### src/rtl/load_store_unit.sv
// load_store_unit: byte/word load-store engine for a 16-bit sync RAM; req/we/byte_en/sign/addr/wdata in, busy/done/rdata out, mem_addr/mem_we/mem_din/mem_dout RAM side
module load_store_unit #(
    parameter int DATA_W = 16,
    parameter int ADDR_W = 10
) (
    input  logic              clk50MHz,
    input  logic              reset,
    input  logic              req,
    input  logic              we,
    input  logic              byte_en,
    input  logic              sign,
    input  logic [ADDR_W:0]   addr,
    input  logic [DATA_W-1:0] wdata,
    output logic              busy,
    output logic              done,
    output logic [DATA_W-1:0] rdata,
    output logic [ADDR_W-1:0] mem_addr,
    output logic              mem_we,
    output logic [DATA_W-1:0] mem_din,
    input  logic [DATA_W-1:0] mem_dout
);
    typedef enum logic [2:0] {IDLE, RD_ISSUE, RD_WAIT, WRITE, DONE} state_t;
    state_t state, next;
    logic we_r, byte_r, sign_r, lane_r;
    logic [7:0] wb_r, lane;
    assign lane   = lane_r ? mem_dout[15:8] : mem_dout[7:0];
    assign busy   = state == RD_ISSUE || state == RD_WAIT || state == WRITE;
    assign done   = state == DONE;
    assign mem_we = state == WRITE;
    always_ff @(posedge clk50MHz or posedge reset)
        if (reset) state <= IDLE;
        else       state <= next;
    always_comb begin
        next = state == IDLE     ? (req ? ((we && !byte_en) ? WRITE : RD_ISSUE) : IDLE) :
               state == RD_ISSUE ? RD_WAIT :
               state == RD_WAIT  ? (we_r ? WRITE : DONE) :
               state == WRITE    ? DONE : IDLE;
    end
    always_ff @(posedge clk50MHz or posedge reset) begin
        if (reset) begin
            we_r     <= 1'b0;
            byte_r   <= 1'b0;
            sign_r   <= 1'b0;
            lane_r   <= 1'b0;
            wb_r     <= '0;
            rdata    <= '0;
            mem_addr <= '0;
            mem_din  <= '0;
        end else if (state == IDLE && req) begin
            we_r     <= we;
            byte_r   <= byte_en;
            sign_r   <= sign;
            lane_r   <= addr[0];
            wb_r     <= wdata[7:0];
            mem_addr <= addr[ADDR_W:1];
            mem_din  <= wdata;
        end else if (state == RD_WAIT) begin
            if (we_r) mem_din <= lane_r ? {wb_r, mem_dout[7:0]} : {mem_dout[15:8], wb_r};
            else      rdata   <= byte_r ? {{8{sign_r & lane[7]}}, lane} : mem_dout;
        end
    end
endmodule

### config.mk
export PLATFORM = sky130hd
export DESIGN_NAME = load_store_unit
export DESIGN_NICKNAME = d
export VERILOG_FILES = /design/src/rtl/load_store_unit.sv
export SDC_FILE = /design/constraint.sdc
export NUM_CORES = 1
export LEC_CHECK = 0
export ABC_AREA = 1
export BUFFER_PORTS_ARGS = -buffer_cell sky130_fd_sc_hd__buf_2
export CORE_ASPECT_RATIO = 0.5
export CORE_MARGIN = 4
export CORE_UTILIZATION = 30
export DETAILED_ROUTE_END_ITERATION = 10
export PLACE_DENSITY_LB_ADDON = 0.05
export SLEW_MARGIN = 0
export SYNTH_ARGS = -nofsm -noshare
export SYNTH_HDL_FRONTEND = slang
export SYNTH_SLANG_ARGS = --single-unit
### constraint.sdc
create_clock -name clk50MHz -period 2.52 [get_ports clk50MHz]
set_clock_uncertainty 0.15 [all_clocks]
set_input_delay 0.378 -clock clk50MHz [delete_from_list [all_inputs] [get_ports clk50MHz]]
set_output_delay 0.378 -clock clk50MHz [all_outputs]
set_load 0.05 [all_outputs]
==> metrics.md <==
| Metric | Value |
|---|---|
| Die width | 146 um |
| Slew at the pin closest to its max-slew limit | 568 ps |
| Clock H-tree levels | 3 |
| Tot GR Track Use | 16.0% |
| WP data arrival | 1500 ps |
| PwrDens | 1670 mW/mm2 |
| Vias in the first global route | 2725 |
| Worst-path maximum fanout | 18 |
| CTS sink cnt | 57 |
| Critical Path Max Stage Delay | 440 ps |
| CTS resizes | 0 |
| Max VDD drop | 0.632 mV |
| Unrepaired setup endpoints after global routing | no |
| Starting Density | 31.7% |
| Initial antenna violation count | 0 |
| Setup CP Type | flop to output port |
| Crit path cell chain | nor2_4 -> nor2_1 -> buf_2 |
| Syn Std Cell Area | 0.00285 mm2 |
| CP delay by family, top | simple AND/OR/NAND/NOR gates |
| Req. time, crit path | 1990 ps |
| Pins Over Slew Limit | 0 |
| Filler cell count | 923 |
| Critical Path Slowest Stage Cell | dfrtp_1 |
| Net Switching | 3.22 mW |
| DRC Markers | 0 |
| Leakage | 2.10 nW |
| Gate power share | 54.0% |
| Full die area | 0.0112 mm2 |
| Clk buf depth | 2 |
| Clock latency on the worst-skew pair | 330 ps |
| Post-Place Worst Slack | 544 ps |
| Worst setup SP type | flop |
| PortBufs | 93 |
| Post-synthesis cell count | 378 |
| Global route hottest layer | met1 |
| Met1 usage | 22.5% |
| Sequential share of the synthesized area | 50.0% |
| Routed length per instance | 14.9 um |
| Syn Area/Cell | 7.54 um2 |
| Pre-antenna DRT Iters | 5 |
| Final WS setup | 493 ps |
| Final WL | 8830 um |
| DP HPWL | 6680 um |
| Post-DP Area | 0.00338 mm2 |
| Reg area | 0.00143 mm2 |
| First-pass GRT wire length | 14300 um |
| Crit. End Element | output port |
| Largest net degree at the start of global routing | 27 |
| Post-Route Setup TNS | 0 ps |
| Met3 usage | 6.95% |
| P&R area growth vs syn | 29.4% |
| Root Buffer | clkbuf_16 |
| Slew headroom | 62.1% |
| Syn. warnings | 0 |
| Vert. Die Dim | 76.9 um |
| CTS buffer count | 9 |
| Row count | 24 |
| Design area | 0.00369 mm2 |
| Max-cap violations | 0 |
| Cell-internal power | 2.95 mW |
| Clk slew on worst S/H paths | 50 ps |
| Vias/cell | 4.57 |
| Io pins | 94 |
| Final worst path period share | 80.4% |
| Clk pwr share | 19.1% |
| Grt ovf | 0 |
| Core area | 0.00898 mm2 |
| CTS tree | yes |
| Antenna Diode Count | 0 |
| Final hold vios | 0 |
| Final Critical Period | 2030 ps |
| Share of cells above drive strength 1 | 26.3% |
| Min-Delay Path Class | input port to flop |
| Met2 usage | 22.5% |
| Critical path buffers and inverters | 1 |
| Status | complete, no violations |
| Peak Freq | 493 MHz |
| Net Sw Frac | 52.3% |
| Final Power | 6.17 mW |
| # setup viols final | 0 |
| DR iter-0 viols | 190 |
| Sequential power share | 26.9% |
| Yosys reg bits | 57 |
| Final net count | 520 |
| Library cells used by synthesis | 22 |
| Area taken by multi-input logic gates | 0.00120 mm2 |
| GP Congestion | 0.845 |
| Syn Nets | 427 |
| Routed vias | 2710 |
| Post-route ant nets | 0 |
## what timing repair did
action                                  in CTS  in global routing
setup buffers                                0                  0
endpoints found under the setup margin       0                  0
endpoints found under the hold margin       24                  0
hold buffers                                 1                  0
## sequential cells by signal (all words and copies together), names as in the netlist
name / cells
mem_din: 16
wb_r: 8
we_r: 1
rdata: 16
lane_r: 1
mem_addr: 10
state: 3
byte_r: 1
sign_r: 1
## metal layers
layer,routed length [um],up-vias
li1,-,1359
met1,4360,1244
met2,3630,100
met3,788,7
met4,45,0
met5,0,-
## worst paths after layout
kind                            slack, ps      from     endpoint  cells past startpoint
worst max register to register        520  state[2]  mem_din[13]                      6
min in group asynchronous             500     reset  mem_addr[4]                      3
worst max-delay path                  490  state[1]         busy                      3
max in group asynchronous            1040     reset   mem_din[1]                      4
worst min register to register        320  rdata[3]     rdata[3]                      2
worst min-delay path                   90   addr[9]  mem_addr[8]                      3
## cell families (layout without fill, tap and decap cells)
logic type             after synthesis  after routing  synth area share (%)
AO/OA/AOI/OAI                       27             27                  4.74
buffers and inverters               44            142                  7.73
flip-flops                          57             57                  50.0
AND/OR/NAND/NOR                    250            250                  37.5
## cell usage in the layout (no fill, tap or decap)
| cell type | synthesis | final |
|---|---|---|
| nand2_1 | 171 | 171 |
| buf_2 | 8 | 93 |
| dfrtp_1 | 57 | 57 |
| nand3_1 | 33 | 33 |
| nor2_1 | 27 | 27 |
| inv_1 | 23 | 22 |
| o21ai_0 | 18 | 18 |
| clkbuf_16 | 0 | 9 |
| a21oi_1 | 8 | 8 |
| nand3b_1 | 8 | 8 |
| buf_4 | 4 | 6 |
| clkbuf_8 | 0 | 4 |
| inv_2 | 2 | 3 |
| nor2_4 | 3 | 3 |
| nand2_2 | 3 | 3 |
| nor3_1 | 2 | 2 |
| clkinv_2 | 0 | 2 |
| clkinv_1 | 1 | 1 |
| nand2_8 | 1 | 1 |
| nand3_2 | 1 | 1 |
| nor3b_1 | 1 | 1 |
| o21ai_1 | 1 | 1 |
| clkbuf_1 | 1 | 1 |
| dlygate4sd3_1 | 0 | 1 |
## cell usage after synthesis
cell | number | area [um2]
a21oi_1 | 8 | 40.0
buf_1 | 1 | 3.75
buf_2 | 8 | 40.0
buf_4 | 4 | 30.0
buf_6 | 4 | 45.0
clkbuf_1 | 1 | 3.75
clkinv_1 | 1 | 3.75
dfrtp_1 | 57 | 1430
inv_1 | 23 | 86.3
inv_2 | 2 | 7.51
nand2_1 | 171 | 642
nand2_2 | 3 | 18.8
nand2_8 | 1 | 20.0
nand3_1 | 33 | 165
nand3_2 | 1 | 10.0
nand3b_1 | 8 | 60.1
nor2_1 | 27 | 101
nor2_4 | 3 | 33.8
nor3_1 | 2 | 10.0
nor3b_1 | 1 | 7.51
o21ai_0 | 18 | 90.1
o21ai_1 | 1 | 5.00
## worst min-delay path, stage by stage
cell     delay (ps)
buf_2            80
nand2_1          40
nand2_1          40
## power groups by stage
stage	clock [mW]	combinational [mW]	sequential [mW]
after floorplan	0	1.49	2.74
after detailed placement	0	3.35	1.66
final	1.18	3.33	1.66
after global placement	0	3.33	1.66
after CTS	1.20	3.36	1.66
after global routing	1.25	3.63	1.71
## per-stage QoR
step | util (%) | cells | hold WS, ps
finish | 41.1 | 593 | 92.1
global route | 41.1 | 593 | 96.3
CTS | 41.1 | 593 | 84.8
detailed placement | 37.7 | 576 | 309
global placement | 37.7 | 576 | 310
floorplan | - | 378 | 300
## layout make-up
type | instances | share of cell area, %
clock buffers | 14 | 7.70
multi-input cells | 277 | 32.6
well taps | 117 | 3.97
repair buffers | 100 | 14.1
flip-flops and latches | 57 | 38.7
inverters | 26 | 2.65
clock inverters | 2 | 0.271
Note: power is estimated with default switching activity, not from simulation.
